$ cat src/rtl/event_packet_decoder.sv
// -----------------------------------------------------------------------------
// event_packet_decoder
//
// Receive side of the pixel-arbiter event stream. Each granted event word
// {row, col, pol} is captured into a one-word staging register, its polarity
// is checked (01 = ON, 10 = OFF are legal; 00 and 11 are not), and legal
// events are pushed into a small FIFO that is presented downstream on a
// valid/ready interface. A small FSM tracks arbitration groups delimited by
// grp_release_i and reports the number of legal events in each closed group.
//
// Optional feature (macro EVT_TIMESTAMP_EN): a free-running TS_W-bit cycle
// counter is sampled when a word is captured, stored with the FIFO entry and
// presented on ts_o together with the head event. Without the macro there is
// no counter, no timestamp storage and no ts_o port.
//
// Ports
//   clk_i          clock
//   reset_ni       asynchronous active-low reset
//   evt_valid_i    event word present this cycle
//   data_i         {row, col, pol} event word
//   grp_release_i  arbiter group-release pulse
//   evt_valid_o    FIFO head valid
//   evt_ready_i    sink accepts head
//   row_o/col_o    head row / column address
//   pol_o          head polarity, 1 = ON, 0 = OFF
//   grp_busy_o     group in progress
//   grp_done_o     one-cycle pulse when a group closes
//   grp_len_o      legal events in the last closed group (held)
//   err_cnt_o      illegal-polarity words seen (saturating)
//   drop_cnt_o     legal events lost to a full FIFO (saturating)
//   overflow_o     sticky: any drop since reset
//   ts_o           head timestamp (EVT_TIMESTAMP_EN only)
// -----------------------------------------------------------------------------
module event_packet_decoder #(
  parameter  int ROWS       = 16,
  parameter  int COLS       = 16,
  parameter  int POLARITY   = 2,
  parameter  int FIFO_DEPTH = 8,
  parameter  int CNT_W      = 8,
  parameter  int TS_W       = 16,
  localparam int ROW_W      = $clog2(ROWS),
  localparam int COL_W      = $clog2(COLS),
  localparam int WIDTH      = ROW_W + COL_W + POLARITY
) (
  input  logic             clk_i,
  input  logic             reset_ni,
  input  logic             evt_valid_i,
  input  logic [WIDTH-1:0] data_i,
  input  logic             grp_release_i,
  output logic             evt_valid_o,
  input  logic             evt_ready_i,
  output logic [ROW_W-1:0] row_o,
  output logic [COL_W-1:0] col_o,
  output logic             pol_o,
  output logic             grp_busy_o,
  output logic             grp_done_o,
  output logic [CNT_W-1:0] grp_len_o,
  output logic [CNT_W-1:0] err_cnt_o,
  output logic [CNT_W-1:0] drop_cnt_o,
  output logic             overflow_o
`ifdef EVT_TIMESTAMP_EN
  ,
  output logic [TS_W-1:0]  ts_o
`endif
);

  localparam int AW = $clog2(FIFO_DEPTH);

  localparam logic [CNT_W-1:0]    CNT_MAX = '1;
  localparam logic [CNT_W-1:0]    CNT_ONE = CNT_W'(1);
  localparam logic [AW:0]         PTR_ONE = (AW + 1)'(1);
  localparam logic [POLARITY-1:0] POL_ON  = POLARITY'(1);
  localparam logic [POLARITY-1:0] POL_OFF = POLARITY'(2);

  // One buffered event. Polarity is reduced to a single ON bit once legality
  // has been established, so illegal codes never reach the FIFO.
  typedef struct packed {
`ifdef EVT_TIMESTAMP_EN
    logic [TS_W-1:0]  ts;
`endif
    logic [ROW_W-1:0] row;
    logic [COL_W-1:0] col;
    logic             on;
  } entry_t;

  typedef enum logic {
    GRP_IDLE,
    GRP_COLLECT
  } grp_state_t;

  function automatic logic pol_legal(input logic [POLARITY-1:0] pol);
    return (pol == POL_ON) || (pol == POL_OFF);
  endfunction

  // Saturating increment by a single-bit amount.
  function automatic logic [CNT_W-1:0] sat_inc(input logic [CNT_W-1:0] cnt,
                                               input logic             inc);
    return (inc && (cnt != CNT_MAX)) ? cnt + CNT_ONE : cnt;
  endfunction

  // ---------------------------------------------------------------------------
  // Input word decode
  // ---------------------------------------------------------------------------
  logic [ROW_W-1:0]    in_row;
  logic [COL_W-1:0]    in_col;
  logic [POLARITY-1:0] in_pol;
  logic                in_legal;
  entry_t              cap_entry;

  assign in_row   = data_i[WIDTH-1 -: ROW_W];
  assign in_col   = data_i[POLARITY +: COL_W];
  assign in_pol   = data_i[POLARITY-1:0];
  assign in_legal = evt_valid_i & pol_legal(in_pol);

`ifdef EVT_TIMESTAMP_EN
  logic [TS_W-1:0] ts_cnt;

  always_ff @(posedge clk_i or negedge reset_ni) begin
    if (!reset_ni) begin
      ts_cnt <= '0;
    end else begin
      ts_cnt <= ts_cnt + TS_W'(1);
    end
  end
`endif

  // NOTE: every field gets a default before being overwritten so the
  // combinational block never holds a previous value and infers no latch.
  always_comb begin
    cap_entry     = '0;
    cap_entry.row = in_row;
    cap_entry.col = in_col;
    cap_entry.on  = (in_pol == POL_ON);
`ifdef EVT_TIMESTAMP_EN
    cap_entry.ts  = ts_cnt;
`endif
  end

  // ---------------------------------------------------------------------------
  // Capture stage: the word seen in cycle N is acted upon in cycle N+1.
  // ---------------------------------------------------------------------------
  logic   stg_valid;
  logic   stg_legal;
  entry_t stg_entry;

  // NOTE: sequential state uses non-blocking assignments so every register
  // samples pre-edge values regardless of statement or block order.
  always_ff @(posedge clk_i or negedge reset_ni) begin
    if (!reset_ni) begin
      stg_valid <= 1'b0;
      stg_legal <= 1'b0;
      stg_entry <= '0;
    end else begin
      stg_valid <= evt_valid_i;
      stg_legal <= in_legal;
      if (evt_valid_i) begin
        stg_entry <= cap_entry;
      end
    end
  end

  // ---------------------------------------------------------------------------
  // Event FIFO. Pointers carry one extra wrap bit: equal pointers mean empty,
  // pointers differing only in the wrap bit mean full.
  // ---------------------------------------------------------------------------
  logic [AW:0] wr_ptr;
  logic [AW:0] rd_ptr;
  entry_t      mem [FIFO_DEPTH];
  entry_t      head_entry;
  logic        fifo_empty;
  logic        fifo_full;
  logic        pop;
  logic        push;
  logic        drop;
  logic        err_inc;

  assign fifo_empty = (wr_ptr == rd_ptr);
  assign fifo_full  = (wr_ptr[AW] != rd_ptr[AW]) &&
                      (wr_ptr[AW-1:0] == rd_ptr[AW-1:0]);

  // A pop frees the slot being written when full, so the push is accepted.
  // There is no bypass: a push into an empty FIFO is not visible until the
  // next cycle, so it can never be popped in the cycle it is written.
  assign pop     = ~fifo_empty & evt_ready_i;
  assign push    = stg_valid & stg_legal & (~fifo_full | pop);
  assign drop    = stg_valid & stg_legal & fifo_full & ~pop;
  assign err_inc = stg_valid & ~stg_legal;

  always_ff @(posedge clk_i or negedge reset_ni) begin
    if (!reset_ni) begin
      wr_ptr <= '0;
      rd_ptr <= '0;
    end else begin
      if (push) begin
        wr_ptr <= wr_ptr + PTR_ONE;
      end
      if (pop) begin
        rd_ptr <= rd_ptr + PTR_ONE;
      end
    end
  end

  // NOTE: the storage array is not reset; the pointers alone define which
  // entries are meaningful, and head outputs are forced to zero when empty.
  always_ff @(posedge clk_i) begin
    if (push) begin
      mem[wr_ptr[AW-1:0]] <= stg_entry;
    end
  end

  assign head_entry  = mem[rd_ptr[AW-1:0]];
  assign evt_valid_o = ~fifo_empty;
  assign row_o       = fifo_empty ? '0   : head_entry.row;
  assign col_o       = fifo_empty ? '0   : head_entry.col;
  assign pol_o       = fifo_empty ? 1'b0 : head_entry.on;
`ifdef EVT_TIMESTAMP_EN
  assign ts_o        = fifo_empty ? '0   : head_entry.ts;
`endif

  // ---------------------------------------------------------------------------
  // Error / drop statistics
  // ---------------------------------------------------------------------------
  always_ff @(posedge clk_i or negedge reset_ni) begin
    if (!reset_ni) begin
      err_cnt_o  <= '0;
      drop_cnt_o <= '0;
      overflow_o <= 1'b0;
    end else begin
      err_cnt_o  <= sat_inc(err_cnt_o, err_inc);
      drop_cnt_o <= sat_inc(drop_cnt_o, drop);
      if (drop) begin
        overflow_o <= 1'b1;
      end
    end
  end

  // ---------------------------------------------------------------------------
  // Group tracking. Evaluated on the incoming word (capture time), so a legal
  // word arriving together with the release is counted into the closing group.
  // Legal words are counted whether or not the FIFO later accepts them.
  // ---------------------------------------------------------------------------
  grp_state_t       grp_state;
  logic [CNT_W-1:0] grp_cnt;

  assign grp_busy_o = (grp_state == GRP_COLLECT);

  always_ff @(posedge clk_i or negedge reset_ni) begin
    if (!reset_ni) begin
      grp_state  <= GRP_IDLE;
      grp_cnt    <= '0;
      grp_done_o <= 1'b0;
      grp_len_o  <= '0;
    end else begin
      grp_done_o <= 1'b0;
      unique case (grp_state)
        GRP_IDLE: begin
          if (grp_release_i && in_legal) begin
            // A one-word group that opens and closes in the same cycle.
            grp_len_o  <= sat_inc(grp_cnt, 1'b1);
            grp_done_o <= 1'b1;
          end else if (in_legal) begin
            grp_cnt   <= sat_inc(grp_cnt, 1'b1);
            grp_state <= GRP_COLLECT;
          end
        end
        GRP_COLLECT: begin
          if (grp_release_i) begin
            grp_len_o  <= sat_inc(grp_cnt, in_legal);
            grp_cnt    <= '0;
            grp_done_o <= 1'b1;
            grp_state  <= GRP_IDLE;
          end else begin
            grp_cnt <= sat_inc(grp_cnt, in_legal);
          end
        end
        default: begin
          grp_state <= GRP_IDLE;
          grp_cnt   <= '0;
        end
      endcase
    end
  end

endmodule

$ cat config.mk
export PLATFORM = sky130hd
export DESIGN_NAME = event_packet_decoder
export DESIGN_NICKNAME = d
export VERILOG_FILES = /design/src/rtl/event_packet_decoder.sv
export SDC_FILE = /design/constraint.sdc
export NUM_CORES = 1
export LEC_CHECK = 0
export BUFFER_PORTS_ARGS = -buffer_cell sky130_fd_sc_hd__buf_4
export CAP_MARGIN = 20
export CORE_UTILIZATION = 63
export DETAILED_ROUTE_END_ITERATION = 10
export GPL_ROUTABILITY_DRIVEN = 0
export PLACE_DENSITY = 0.94
export SLEW_MARGIN = 20
export SYNTH_ARGS = -nofsm -noshare
export SYNTH_HDL_FRONTEND = slang
export SYNTH_SLANG_ARGS = --single-unit
$ cat constraint.sdc
create_clock -name clk_i -period 4.2 [get_ports clk_i]
set_input_delay 0.21 -clock clk_i [delete_from_list [all_inputs] [get_ports clk_i]]
set_output_delay 0.21 -clock clk_i [all_outputs]
set_load 0.05 [all_outputs]
== After elaboration in Yosys (flattened, before gate mapping) ==
Memories as Yosys holds them, arrays and structs flattened.
Cells that the tools add are included.

* Input bits: 15
* RAM bits: 72
* Word-level logic and storage cells: 74
* Output and inout bits: 37
* Memories: 1
* Bits in registers: 54

{| class="wikitable"
|+ Memory list
! name !! words !! width !! rd ports !! clocked after Yosys merged registers in !! write ports !! RTL line !! text
|-
| mem || 8 || 9 || 1 || 0 || 1 || 168 || <nowiki>entry_t mem [FIFO_DEPTH];</nowiki>
|}

* Equal/unequal tests: 12
* Bitwise gates (word level): 13
* Add/sub/neg operators: 5
* Mux-type cells: 21
* Reductions and logical operators: 8

{| class="wikitable"
|+ Operators by type and width
! cell !! count
|-
| $mux W8 || 7
|-
| $pmux W8 S2 || 2
|-
| $add A8 B1 Y8 const B || 3
|-
| $ne A8 B8 Y1 const B || 3
|-
| $add A4 B1 Y4 const B || 2
|-
| $mux W1 || 8
|-
| $mux W4 || 2
|-
| $ne A2 B2 Y1 const B || 4
|-
| $and A1 B1 Y1 || 7
|-
| $logic_and A1 B1 Y1 || 5
|-
| $not A1 Y1 || 5
|-
| $eq A4 B4 Y1 || 1
|-
| $pmux W1 S2 || 2
|-
| $reduce_and A2 Y1 || 2
|-
| $eq A3 B3 Y1 || 1
|-
| $eq A2 B1 Y1 const B || 1
|-
| $eq A2 B2 Y1 const B || 1
|-
| $logic_or A1 B1 Y1 || 1
|-
| $ne A1 B1 Y1 || 1
|-
| $or A1 B1 Y1 || 1
|}

== Depth between registers and ports, before layout ==
* Depth after elaboration: 7
* Depth in mapped cells: 9

== Least setup slack after synthesis ==
OpenSTA, ideal clock, no wires.

* Path kind: register to register
* Start point: register wr_ptr[0]
* End point: memory mem[0][0] (netlist name) (enable)
* Cell stages (with the launch flop): 6
* Arrival time: 1,950 ps
* Setup slack: 1,851 ps
* Setup time: 399 ps
* Period minus slack after synthesis: 2,349 ps
* Cells stage by stage: dfrtp_1 > buf_2 > xnor2_1 > nand3_1 > o21ai_2 > nor4_1

* Longest elaborated chain between the ends: 7

{| class="wikitable"
|+ RTL lines
! item !! RTL line !! text
|-
| start, declared || 166 || <nowiki>logic [AW:0] wr_ptr;</nowiki>
|-
| start signal, assigned || 195 || <nowiki>wr_ptr <= wr_ptr + PTR_ONE;</nowiki>
|-
| $eq A4 B4 Y1 or $eq A3 B3 Y1 (tied branches) || 177, 179 ||
|-
| $not A1 Y1 or $logic_and A1 B1 Y1 (tied branches) || 184, 178 ||
|-
| $and A1 B1 Y1 or $not A1 Y1 (tied branches) || 184, 185 ||
|-
| $or A1 B1 Y1 || 185 || <nowiki>assign push = stg_valid & stg_legal & (~fifo_full | pop);</nowiki>
|-
| $and A1 B1 Y1 || 185 ||
|-
| $mux W1 || 206 || <nowiki>if (push) begin</nowiki>
|-
| $mux W1 (implied by the code) || 207 || <nowiki>mem[wr_ptr[AW-1:0]] <= stg_entry;</nowiki>
|-
| end, declared || 168 ||
|}

Parallel ways exist; a longest one is shown, timed or not.

== Worst setup path in the final report ==
* Start point: register rd_ptr[1]
* End point: output evt_valid_o

* Longest elaborated chain between the ends: 2

{| class="wikitable"
|+ RTL lines
! item !! RTL line !! text
|-
| start, declared || 167 || <nowiki>logic [AW:0] rd_ptr;</nowiki>
|-
| start signal, assigned || 198 || <nowiki>rd_ptr <= rd_ptr + PTR_ONE;</nowiki>
|-
| $eq A4 B4 Y1 || 177 || <nowiki>assign fifo_empty = (wr_ptr == rd_ptr);</nowiki>
|-
| $not A1 Y1 || 212 || <nowiki>assign evt_valid_o = ~fifo_empty;</nowiki>
|-
| end, declared || 50 || <nowiki>output logic evt_valid_o,</nowiki>
|}

Every way passes these cells.

==> impl_metrics.tcl <==
set metrics [dict create \
    synth-compound-area-share 0.0487 \
    placed_cells 500 \
    powerDensity_mw_per_mm2 720 \
    overflow 0 \
    dr.pass1.iters 5 \
    slew_headroom 0.305 \
    synth_adder_area_share 0.0141 \
    area_growth_syn_to_layout_pct 22.0 \
    r2r_start "rd_ptr[1]" \
    hold_depth 3 \
    post_cts_resize_count 0 \
    grt_pass1_vias 3377 \
    wl_per_cell_um 21.5 \
    fillers 456 \
    antenna_cells 0 \
    drtAntennaViolNets 0 \
    endpoint "evt_valid_o" \
    worst_ep_required_time_ps 3990 \
    crit_slowest_cell "dfrtp_1" \
    synth-xor-area-share 0.0412 \
    cp_max_fo 22 \
    drc 0 \
    track_usage 0.295 \
    crit_start "rd_ptr[1]" \
    synth-simple-area-share 0.0883 \
    synth_seq_area_share 0.661 \
    fin_skew_ps 8.72 \
    rr_worst_depth 4 \
    clockRootBuffer "clkbuf_8" \
    holdBufCountCts 11 \
    max_stage_delay_ps 920 \
    max_cap_viol_count 0 \
    synth_nets 380 \
    rsz0062_at_grt "no" \
    route.vias.total 3343 \
    fmax_mhz 337 \
    hold_path_class "in -> reg" \
    yosys_warnings 0 \
    status "completed" \
    ir_drop_mv 0.371 \
    die_area_sq_mm 0.00881 \
    timing_hold_violations_final 0 \
    htreeDepth 4 \
    synthMuxAreaShare 0.125 \
    grt_max_degree 55 \
    viasPerCell 6.16 \
    pin_count 52 \
    total_power_w 0.00467 \
    numCtsBuffers 17 \
    synth_top_family_by_area "multiplexers" \
    instances_no_fill 543 \
    routed_wl_um 11700 \
    hp-start "evt_ready_i" \
    detail_route.iter0.violations 222 \
    synthFlopType "edfxtp_1" \
    power_leakage_nw 2.55 \
    drive_above_1_share 0.285 \
    r2r_end "mem[7][5]" \
    post_synth_num_cell_types 47 \
    critPathKind "reg -> out" \
    reg2reg_slack_ps 1430 \
    fin_nets 446 \
    syn_area_per_cell_sq_um 14.8 \
    crit_chain "xnor2_1, nand3_1, nor2b_2, inv_1, buf_4" \
    synthArstFlopShare 0.429 \
    slew_viol_final 0 \
    synthesis.area_sq_mm 0.00531 \
    grt_pass1_wl_um 18400 \
    startpoint_type "register" \
    dp_hpwl_um 7370 \
    worstMarginPinSlew_ps 1030 \
    post-route-min-period_ps 2970 \
    finalCritPeriodShare 0.707 \
    rows 33 \
    clk_latency_ps 520 \
    synth_seq_cells 126 \
    die_x_um 93.8 \
    core-area_sq_mm 0.00818 \
    worstSetupEndpointType "output port" \
    cts_tree "yes" \
    antenna_found_initial 0 \
    cts_max_path_buffers 2 \
    start_util 0.650 \
    syn_inst 359 \
    fin_setup_tns_ps 0 \
    post-cts-setup-buffers 0 \
    fp.dieH_um 93.8 \
    synth_edf_count 72 \
    cp.arrival_ps 2760 \
    cts.clk_slew.worst_paths_ps 60 \
    setup_viol 0 \
    clock_sinks 126 \
    numPortBuffers 51 \
]
power breakdown:
group / leakage, nW / switching (W) / internal [W]
combinational: 0.933 / 0.000951 / 0.000576
clock: 0.285 / 0.000536 / 0.000903
sequential: 1.34 / 0.000239 / 0.00147
cells by family after synthesis:
family | Yosys count
multiplexers | 42
AND/OR/NAND/NOR | 95
buffers and inverters | 28
XOR/XNOR | 25
adder cells (fa/ha/maj) | 6
AO/OA/AOI/OAI | 37
flip-flops | 126
cell usage in the layout (no fill, tap or decap), drive strengths merged, types with 4 or more instances in the layout:
cell type	count
a211oi	4
a21oi	7
and3	4
buf	54
clkbuf	18
clkinv	8
dfrtp	54
dlygate4sd3	11
edfxtp	72
ha	6
inv	11
mux2	13
mux2i	11
mux4	18
nand2	19
nand2b	4
nand3	12
nand4	7
nor2	28
nor3	8
o21ai	9
xnor2	14
xor2	11
worst max-delay path, delay by kind of cell (launching register included):
kind	cells	cell delay, ps
xor+xnor	1	190
buf+inv	2	360
flops	1	920
simple gates	2	750
registers in the layout (all words and copies together) (netlist names), 4 cells and up:
register and cells:
wr_ptr 4, stg_entry 9, rd_ptr 4, mem 72
grp_cnt 8, err_cnt_o 8, drop_cnt_o 8, grp_len_o 8
routing by layer:
metal	track usage	part of all wire	wire length [um]
met1	0.381	0.41	4750
met2	0.489	0.52	6090
met3	0.0785	0.054	624
met4	0.0962	0.017	197
met5	0	0	0
per-stage QoR:
| step | cell area [sq um] | setup WS, ps | hold slack, ps | util |
|---|---|---|---|---|
| 3_3_place_gp | 5770 | 1460 | 292 | 0.706 |
| 3_5_place_dp | 5770 | 1160 | 304 | 0.706 |
| 6_report | 6480 | 1230 | 55.7 | 0.793 |
| 4_1_cts | 6470 | 1150 | 32.9 | 0.791 |
| 2_1_floorplan | 5310 | 1850 | -85.6 | - |
| 5_1_grt | 6480 | 1040 | 66.7 | 0.793 |
cells in the mapped netlist (all sizes together) (2+ instances only):
cell type,n,area share
edfxtp,72,0.41
dfrtp,54,0.25
nor2,28,0.020
nand2,19,0.013
mux4,18,0.076
xnor2,14,0.023
mux2,13,0.028
nand3,12,0.011
mux2i,11,0.021
xor2,11,0.018
clkbuf,10,0.0071
inv,10,0.0071
o21ai,9,0.0092
buf,8,0.0078
nor3,8,0.0075
a21oi,7,0.0066
nand4,7,0.0082
ha,6,0.014
a211oi,4,0.0080
and3,4,0.0047
nand2b,4,0.0047
and2,3,0.0035
and4,3,0.0049
nor4,3,0.0035
o22ai,3,0.0035
o31ai,3,0.0042
a31oi,2,0.0024
how the worst min path moves through the flow:
| stage | to | slack [ps] |
|---|---|---|
| 2_1_floorplan | drop_cnt_o[0] | -90 |
| 3_5_place_dp | err_cnt_o[4] | 300 |
| 3_3_place_gp | err_cnt_o[5] | 290 |
| 4_1_cts | overflow_o | 30 |
| 6_report | overflow_o | 60 |
| 5_1_grt | overflow_o | 70 |
layout make-up:
cell class | instances | area (sq um) | share of cell area
flip-flops and latches | 126 | 3510 | 0.542
multi-input cells | 205 | 1700 | 0.262
repair buffers | 65 | 515 | 0.0795
clock buffers | 18 | 418 | 0.0645
clock inverters | 14 | 169 | 0.0261
well taps | 105 | 131 | 0.0203
inverters | 10 | 37.5 | 0.00579
(Power assumes the default switching activity.)
